===== src/rtl/redraw_pkg.sv =====
// redraw_pkg: shared constants and types for the tile redraw sequencer.
// Pass timing is derived from the 20x20 tile so the numbers stay consistent.
package redraw_pkg;

  localparam int TILE        = 20;
  localparam int TILE_PIXELS = TILE * TILE;
  localparam int PLOT_FIRST  = 2;
  localparam int PLOT_LAST   = PLOT_FIRST + TILE_PIXELS - 1;
  localparam int CYC_TIMEOUT = PLOT_LAST + 1;
  localparam int DONE_MIN    = 2;

  localparam int GRID_W_DEF = 8;
  localparam int GRID_H_DEF = 6;

  typedef enum logic [1:0] {
    IDLE  = 2'd0,
    ERASE = 2'd1,
    GAP   = 2'd2
  } rs_state_e;

  typedef struct packed {
    logic [3:0] gx;
    logic [3:0] gy;
  } cell_t;

endpackage


===== src/rtl/redraw_fifo.sv =====
// redraw_fifo: small synchronous FIFO of queued redraw cells.
// Flushing only clears pointers/count; storage contents are don't-care.
module redraw_fifo
  import redraw_pkg::*;
#(
  parameter int DEPTH = 8,
  parameter int AW    = $clog2(DEPTH)
) (
  input  logic          clk,
  input  logic          reset,
  input  logic          push_i,
  input  logic          pop_i,
  input  cell_t         din_i,
  output cell_t         dout_o,
  output logic [AW:0]   count_o,
  output logic          full_o,
  output logic          empty_o
);

  localparam logic [AW-1:0] PTR_ONE = 1;
  localparam logic [AW:0]   CNT_ONE = 1;
  localparam logic [AW:0]   CNT_MAX = DEPTH[AW:0];

  cell_t         mem_q [DEPTH];
  logic [AW-1:0] wr_q;
  logic [AW-1:0] rd_q;
  logic [AW:0]   cnt_q;
  logic          do_push;
  logic          do_pop;

  assign full_o  = (cnt_q == CNT_MAX);
  assign empty_o = (cnt_q == '0);
  assign do_push = push_i && !full_o;
  assign do_pop  = pop_i && !empty_o;
  assign dout_o  = mem_q[rd_q];
  assign count_o = cnt_q;

  // pointer and occupancy bookkeeping
  always_ff @(posedge clk) begin
    if (reset) begin
      wr_q  <= '0;
      rd_q  <= '0;
      cnt_q <= '0;
    end else begin
      if (do_push) wr_q <= wr_q + PTR_ONE;
      if (do_pop)  rd_q <= rd_q + PTR_ONE;
      unique case ({do_push, do_pop})
        2'b10:   cnt_q <= cnt_q + CNT_ONE;
        2'b01:   cnt_q <= cnt_q - CNT_ONE;
        default: cnt_q <= cnt_q;
      endcase
    end
  end

  // cell storage, written at the tail
  always_ff @(posedge clk) begin
    if (do_push) mem_q[wr_q] <= din_i;
  end

endmodule


===== src/rtl/redraw_scheduler.sv =====
// redraw_scheduler: queues cell redraws and sequences one erase_square pass
// per cell, gating its resetn and generating the aligned VGA plot strobe.
module redraw_scheduler
  import redraw_pkg::*;
#(
  parameter int FIFO_DEPTH = 8,
  parameter int GRID_W     = GRID_W_DEF,
  parameter int GRID_H     = GRID_H_DEF,
  parameter int CW         = $clog2(FIFO_DEPTH)
) (
  input  logic        clk,
  input  logic        reset,
  input  logic        req_valid,
  input  logic [3:0]  req_gx,
  input  logic [3:0]  req_gy,
  output logic        req_ready,
  output logic [3:0]  cell_x,
  output logic [3:0]  cell_y,
  output logic        erase_resetn,
  input  logic        erase_done,
  output logic        plot,
  output logic        busy,
  output logic        dropped,
  output logic        seq_error,
  output logic [CW:0] fifo_count
);

  localparam logic [8:0] CYC_ONE   = 9'd1;
  localparam logic [8:0] CYC_DMIN  = 9'(DONE_MIN);
  localparam logic [8:0] CYC_PLO   = 9'(PLOT_FIRST - 1);
  localparam logic [8:0] CYC_PHI   = 9'(PLOT_LAST - 1);
  localparam logic [8:0] CYC_WDOG  = 9'(CYC_TIMEOUT - 1);

  rs_state_e  state_q, state_d;
  logic [8:0] cyc_q, cyc_d;
  cell_t      cell_q, cell_d;
  logic       plot_q, plot_d;
  logic       drop_q, drop_d;
  logic       serr_q, serr_d;

  cell_t      head;
  logic       full;
  logic       empty;
  logic       in_range;
  logic       hs;
  logic       push;
  logic       pop;
  logic       done_ok;

  assign in_range = (int'(req_gx) < GRID_W) && (int'(req_gy) < GRID_H);
  assign req_ready = !full;
  assign hs        = req_valid && req_ready;
  assign push      = hs && in_range;
  assign drop_d    = hs && !in_range;
  assign done_ok   = erase_done && (cyc_q >= CYC_DMIN);

  redraw_fifo #(
    .DEPTH (FIFO_DEPTH),
    .AW    (CW)
  ) u_fifo (
    .clk     (clk),
    .reset   (reset),
    .push_i  (push),
    .pop_i   (pop),
    .din_i   ('{gx: req_gx, gy: req_gy}),
    .dout_o  (head),
    .count_o (fifo_count),
    .full_o  (full),
    .empty_o (empty)
  );

  // pass sequencing: pop, erase window with watchdog, one-cycle gap
  always_comb begin
    state_d = state_q;
    cyc_d   = cyc_q;
    cell_d  = cell_q;
    serr_d  = serr_q;
    plot_d  = 1'b0;
    pop     = 1'b0;
    unique case (state_q)
      IDLE: begin
        if (!empty) begin
          pop     = 1'b1;
          cell_d  = head;
          cyc_d   = '0;
          state_d = ERASE;
        end
      end
      ERASE: begin
        cyc_d = cyc_q + CYC_ONE;
        if (done_ok) begin
          state_d = GAP;
        end else if (cyc_q == CYC_WDOG) begin
          serr_d  = 1'b1;
          state_d = GAP;
        end
        plot_d = (state_d == ERASE) &&
                 (cyc_q >= CYC_PLO) &&
                 (cyc_q <= CYC_PHI);
      end
      GAP: begin
        state_d = IDLE;
      end
      default: begin
        state_d = IDLE;
      end
    endcase
  end

  // sequencer state and registered strobes
  always_ff @(posedge clk) begin
    if (reset) begin
      state_q <= IDLE;
      cyc_q   <= '0;
      cell_q  <= '0;
      plot_q  <= 1'b0;
      drop_q  <= 1'b0;
      serr_q  <= 1'b0;
    end else begin
      state_q <= state_d;
      cyc_q   <= cyc_d;
      cell_q  <= cell_d;
      plot_q  <= plot_d;
      drop_q  <= drop_d;
      serr_q  <= serr_d;
    end
  end

  assign cell_x       = cell_q.gx;
  assign cell_y       = cell_q.gy;
  assign erase_resetn = (state_q == ERASE);
  assign plot         = plot_q;
  assign busy         = (state_q != IDLE) || !empty;
  assign dropped      = drop_q;
  assign seq_error    = serr_q;

endmodule


===== config.mk =====
export PLATFORM = sky130hd
export DESIGN_NAME = redraw_scheduler
export DESIGN_NICKNAME = d
export VERILOG_FILES = /design/src/rtl/redraw_pkg.sv /design/src/rtl/redraw_fifo.sv /design/src/rtl/redraw_scheduler.sv
export SDC_FILE = /design/constraint.sdc
export NUM_CORES = 1
export LEC_CHECK = 0
export BUFFER_PORTS_ARGS = -buffer_cell sky130_fd_sc_hd__clkbuf_2
export CAP_MARGIN = 15
export CORE_ASPECT_RATIO = 0.7
export CORE_UTILIZATION = 59
export CTS_CLUSTER_DIAMETER = 60
export DETAILED_ROUTE_END_ITERATION = 10
export GPL_TIMING_DRIVEN = 0
export HOLD_SLACK_MARGIN = 0.12
export PLACE_DENSITY = 0.85
export SYNTH_ARGS = -nofsm -noshare
export SYNTH_HDL_FRONTEND = slang
export SYNTH_SLANG_ARGS = --single-unit

===== constraint.sdc =====
create_clock -name clk -period 3.3 [get_ports clk]
set_input_delay 0.825 -clock clk [delete_from_list [all_inputs] [get_ports clk]]
set_output_delay 0.825 -clock clk [all_outputs]
set_load 0.005 [all_outputs]

==> results_dict.tcl <==
set metrics [dict create \
    path_class "register to register" \
    hold_viol 0 \
    worstPathArrival_ns 3.18 \
    final_cell_mix "64 x edfxtp_1, 32 x dfxtp_1, 29 x clkbuf_2" \
    cts.path.max_buffers 2 \
    leakage_nw 1.58 \
    min_period_ns 2.90 \
    antenna_found_initial 0 \
    fillers 439 \
    ios 30 \
    max_freq_ghz 0.345 \
    clkTransAtPathRegs_ns 0.09 \
    track_usage 0.237 \
    syn_avg_cell_area_um2 14.3 \
    setup_viol 0 \
    io_buffers 29 \
    slowest_delay_ns 0.51 \
    startpoint_type "register" \
    worst_slew_pin_slew_ns 0.865 \
    dp_hpwl_mm 5.07 \
    crit_family "simple AND/OR/NAND/NOR gates" \
    cts_num_sinks 96 \
    grt_pass1_vias 2374 \
    critPathBufInv 4 \
    core_um2 6340 \
    place_congestion 0.835 \
    cp_max_fo 11 \
    cp_cell_sequence "buf_6 > or4_4 > buf_6 > nand2_2 > inv_2 > buf_6 > ha_1 > xor2_1 > ha_1 > a21oi_1 > xor2_1 > or3_1 > a21oi_1" \
    final_common_cell "edfxtp_1" \
    wl_per_cell_um 17.5 \
    die_y_um 70.2 \
    hold_ws_ns 0.483 \
    placed_cells 397 \
    chipWidth_um 99.5 \
    synth.distinct_cells 48 \
    stdcell_count 413 \
    antennaDiodeCount 0 \
    ctsHoldBuffers 0 \
    vias 2365 \
    finalWorstSetupSlack_ns 0.400 \
    drt_iter0_drc 201 \
    cts_root_buf "clkbuf_8" \
    peakVddDrop_mv 0.378 \
    drc 0 \
    viasPerCell 5.73 \
    area_growth_pct 12.6 \
    syn_nets 295 \
    rows 24 \
    synth_seq_cells 96 \
    grt_start_max_net_pins 16 \
    firstDrtPassIters 5 \
    gr-total-overflow 0 \
    cp_data_required_time_ns 3.58 \
    fin_crit_sh 0.879 \
    min_path_type "register to register" \
    clock_latency_ns 0.36 \
    status "complete, no violations" \
    wl_mm 7.22 \
    grt_setup_unrepaired "no" \
    htree_levels 3 \
    drive_gt1_frac 0.252 \
    antenna_left 0 \
    cts_setup_buffers 0 \
    powerDensity_nw_per_um2 749 \
    critical_path.most_common_cell "buf_6" \
    synth_area_um2 3920 \
    drv_cap 0 \
    fin_skew_ns 0.0105 \
    cp_slowest_cell "or4_4" \
    dieArea_um2 6980 \
    synth_warnings 0 \
    place_ws_ns 0.0515 \
    fin_nets 337 \
    cts_inserted_buffers 9 \
    grt_pass1_wl_mm 11.9 \
    end_kind "register" \
    finalMaxSlewViolations 0 \
    syn_inst 275 \
    cts_resized 0 \
    ys_seq_area_frac 0.653 \
    relSlewSlack 0.421 \
    start_util 0.619 \
    cts_tree "done" \
]
-- tightest hold or removal path, cell delays in order, from the launching register on --
cell	delay, ns
dfxtp_1	0.32
inv_1	0.05
o22ai_1	0.07
-- final cells by class --
type | instances | area (um^2) | share of cell area
Inverter | 6 | 22.5 | 0.00510
Clock inverter | 5 | 78.8 | 0.0178
Multi-Input combinational cell | 161 | 1260 | 0.286
Buffer | 12 | 73.8 | 0.0167
Clock buffer | 11 | 141 | 0.0320
Sequential cell | 96 | 2560 | 0.580
Timing Repair Buffer | 31 | 160 | 0.0363
Tap cell | 91 | 114 | 0.0258
-- routing by layer --
metal | vias to the layer above | track usage | share of wire
met5 | - | 0 | 0
met3 | 11 | 0.0601 | 0.060
met1 | 1148 | 0.316 | 0.45
met2 | 58 | 0.380 | 0.48
met4 | 0 | 0.0866 | 0.012
li1 | 1148 | - | -
-- state kept, by name, indices dropped and copies added, names as in the netlist --
signal and flops:
cell_x 4, seq_error 1, u_fifo.wr_q 3, plot 1, u_fifo.mem_q 64, u_fifo.rd_q 3
u_fifo.count_o 4, cyc_q 9, cell_y 4, dropped 1, state_q 2
-- metrics by stage --
step | util | TNS, ns | power, mW | cell area, um^2
CTS | 0.697 | 0 | 3.33 | 4420
floorplan | - | 0 | 2.23 | 3920
detailed placement | 0.662 | 0 | 2.51 | 4200
finish | 0.697 | 0 | 3.31 | 4420
global route | 0.697 | 0 | 3.51 | 4420
global placement | 0.660 | -1.12 | 2.48 | 4180
-- cells in the mapped netlist (all sizes together) --
cell | number | area [um^2]
edfxtp | 64 | 1920
dfxtp | 32 | 641
nor2 | 29 | 111
mux4 | 16 | 360
nor3 | 14 | 70.1
a21oi | 12 | 60.1
nand2 | 11 | 43.8
o22ai | 11 | 68.8
buf | 8 | 58.8
ha | 8 | 100
inv | 6 | 22.5
nand3 | 5 | 35.0
nand4 | 5 | 31.3
o21ai | 5 | 25.0
xor2 | 5 | 43.8
a211oi | 4 | 30.0
clkbuf | 4 | 15.0
nand2b | 4 | 25.0
or2 | 4 | 25.0
or3 | 4 | 25.0
or4 | 3 | 26.3
and3 | 2 | 12.5
mux2 | 2 | 26.3
mux2i | 2 | 20.0
nand3b | 2 | 18.8
a21o | 1 | 7.51
a31oi | 1 | 6.26
a32o | 1 | 10.0
nor2b | 1 | 6.26
nor3b | 1 | 7.51
nor4 | 1 | 6.26
o211a | 1 | 10.0
o211ai | 1 | 7.51
o21a | 1 | 7.51
o31a | 1 | 8.76
o41ai | 1 | 8.76
or4b | 1 | 10.0
xnor2 | 1 | 8.76
-- final timing paths --
check | slack (ns) | cells past startpoint | end | startpoint
worst max-delay path | 0.40 | 13 | u_fifo.count_o[2] | u_fifo.count_o[1]
worst min-delay path | 0.48 | 2 | seq_error | seq_error
worst max register to register | 0.40 | 13 | u_fifo.count_o[2] | u_fifo.count_o[1]
worst min register to register | 0.48 | 2 | seq_error | seq_error
-- kinds of logic (layout without fill, tap and decap cells) --
family / count (synthesis) / count (layout) / synth area share
AOI/OAI and AO/OA: 40 / 40 / 0.0638
DFF: 96 / 96 / 0.653
and+or+nand+nor: 87 / 87 / 0.116
buffers and inverters: 18 / 65 / 0.0246
adders and majority gates: 8 / 8 / 0.0255
muxes: 20 / 20 / 0.104
xor gates and xnor gates: 6 / 6 / 0.0134
-- report_power, final --
part           switching, mW  internal, mW  leakage (nW)
logic                  0.557         0.465         0.625
registers             0.0787          1.38         0.837
clock network          0.380         0.448         0.114
total                   1.02          2.29          1.58
Power figures use the tool's default switching activity.
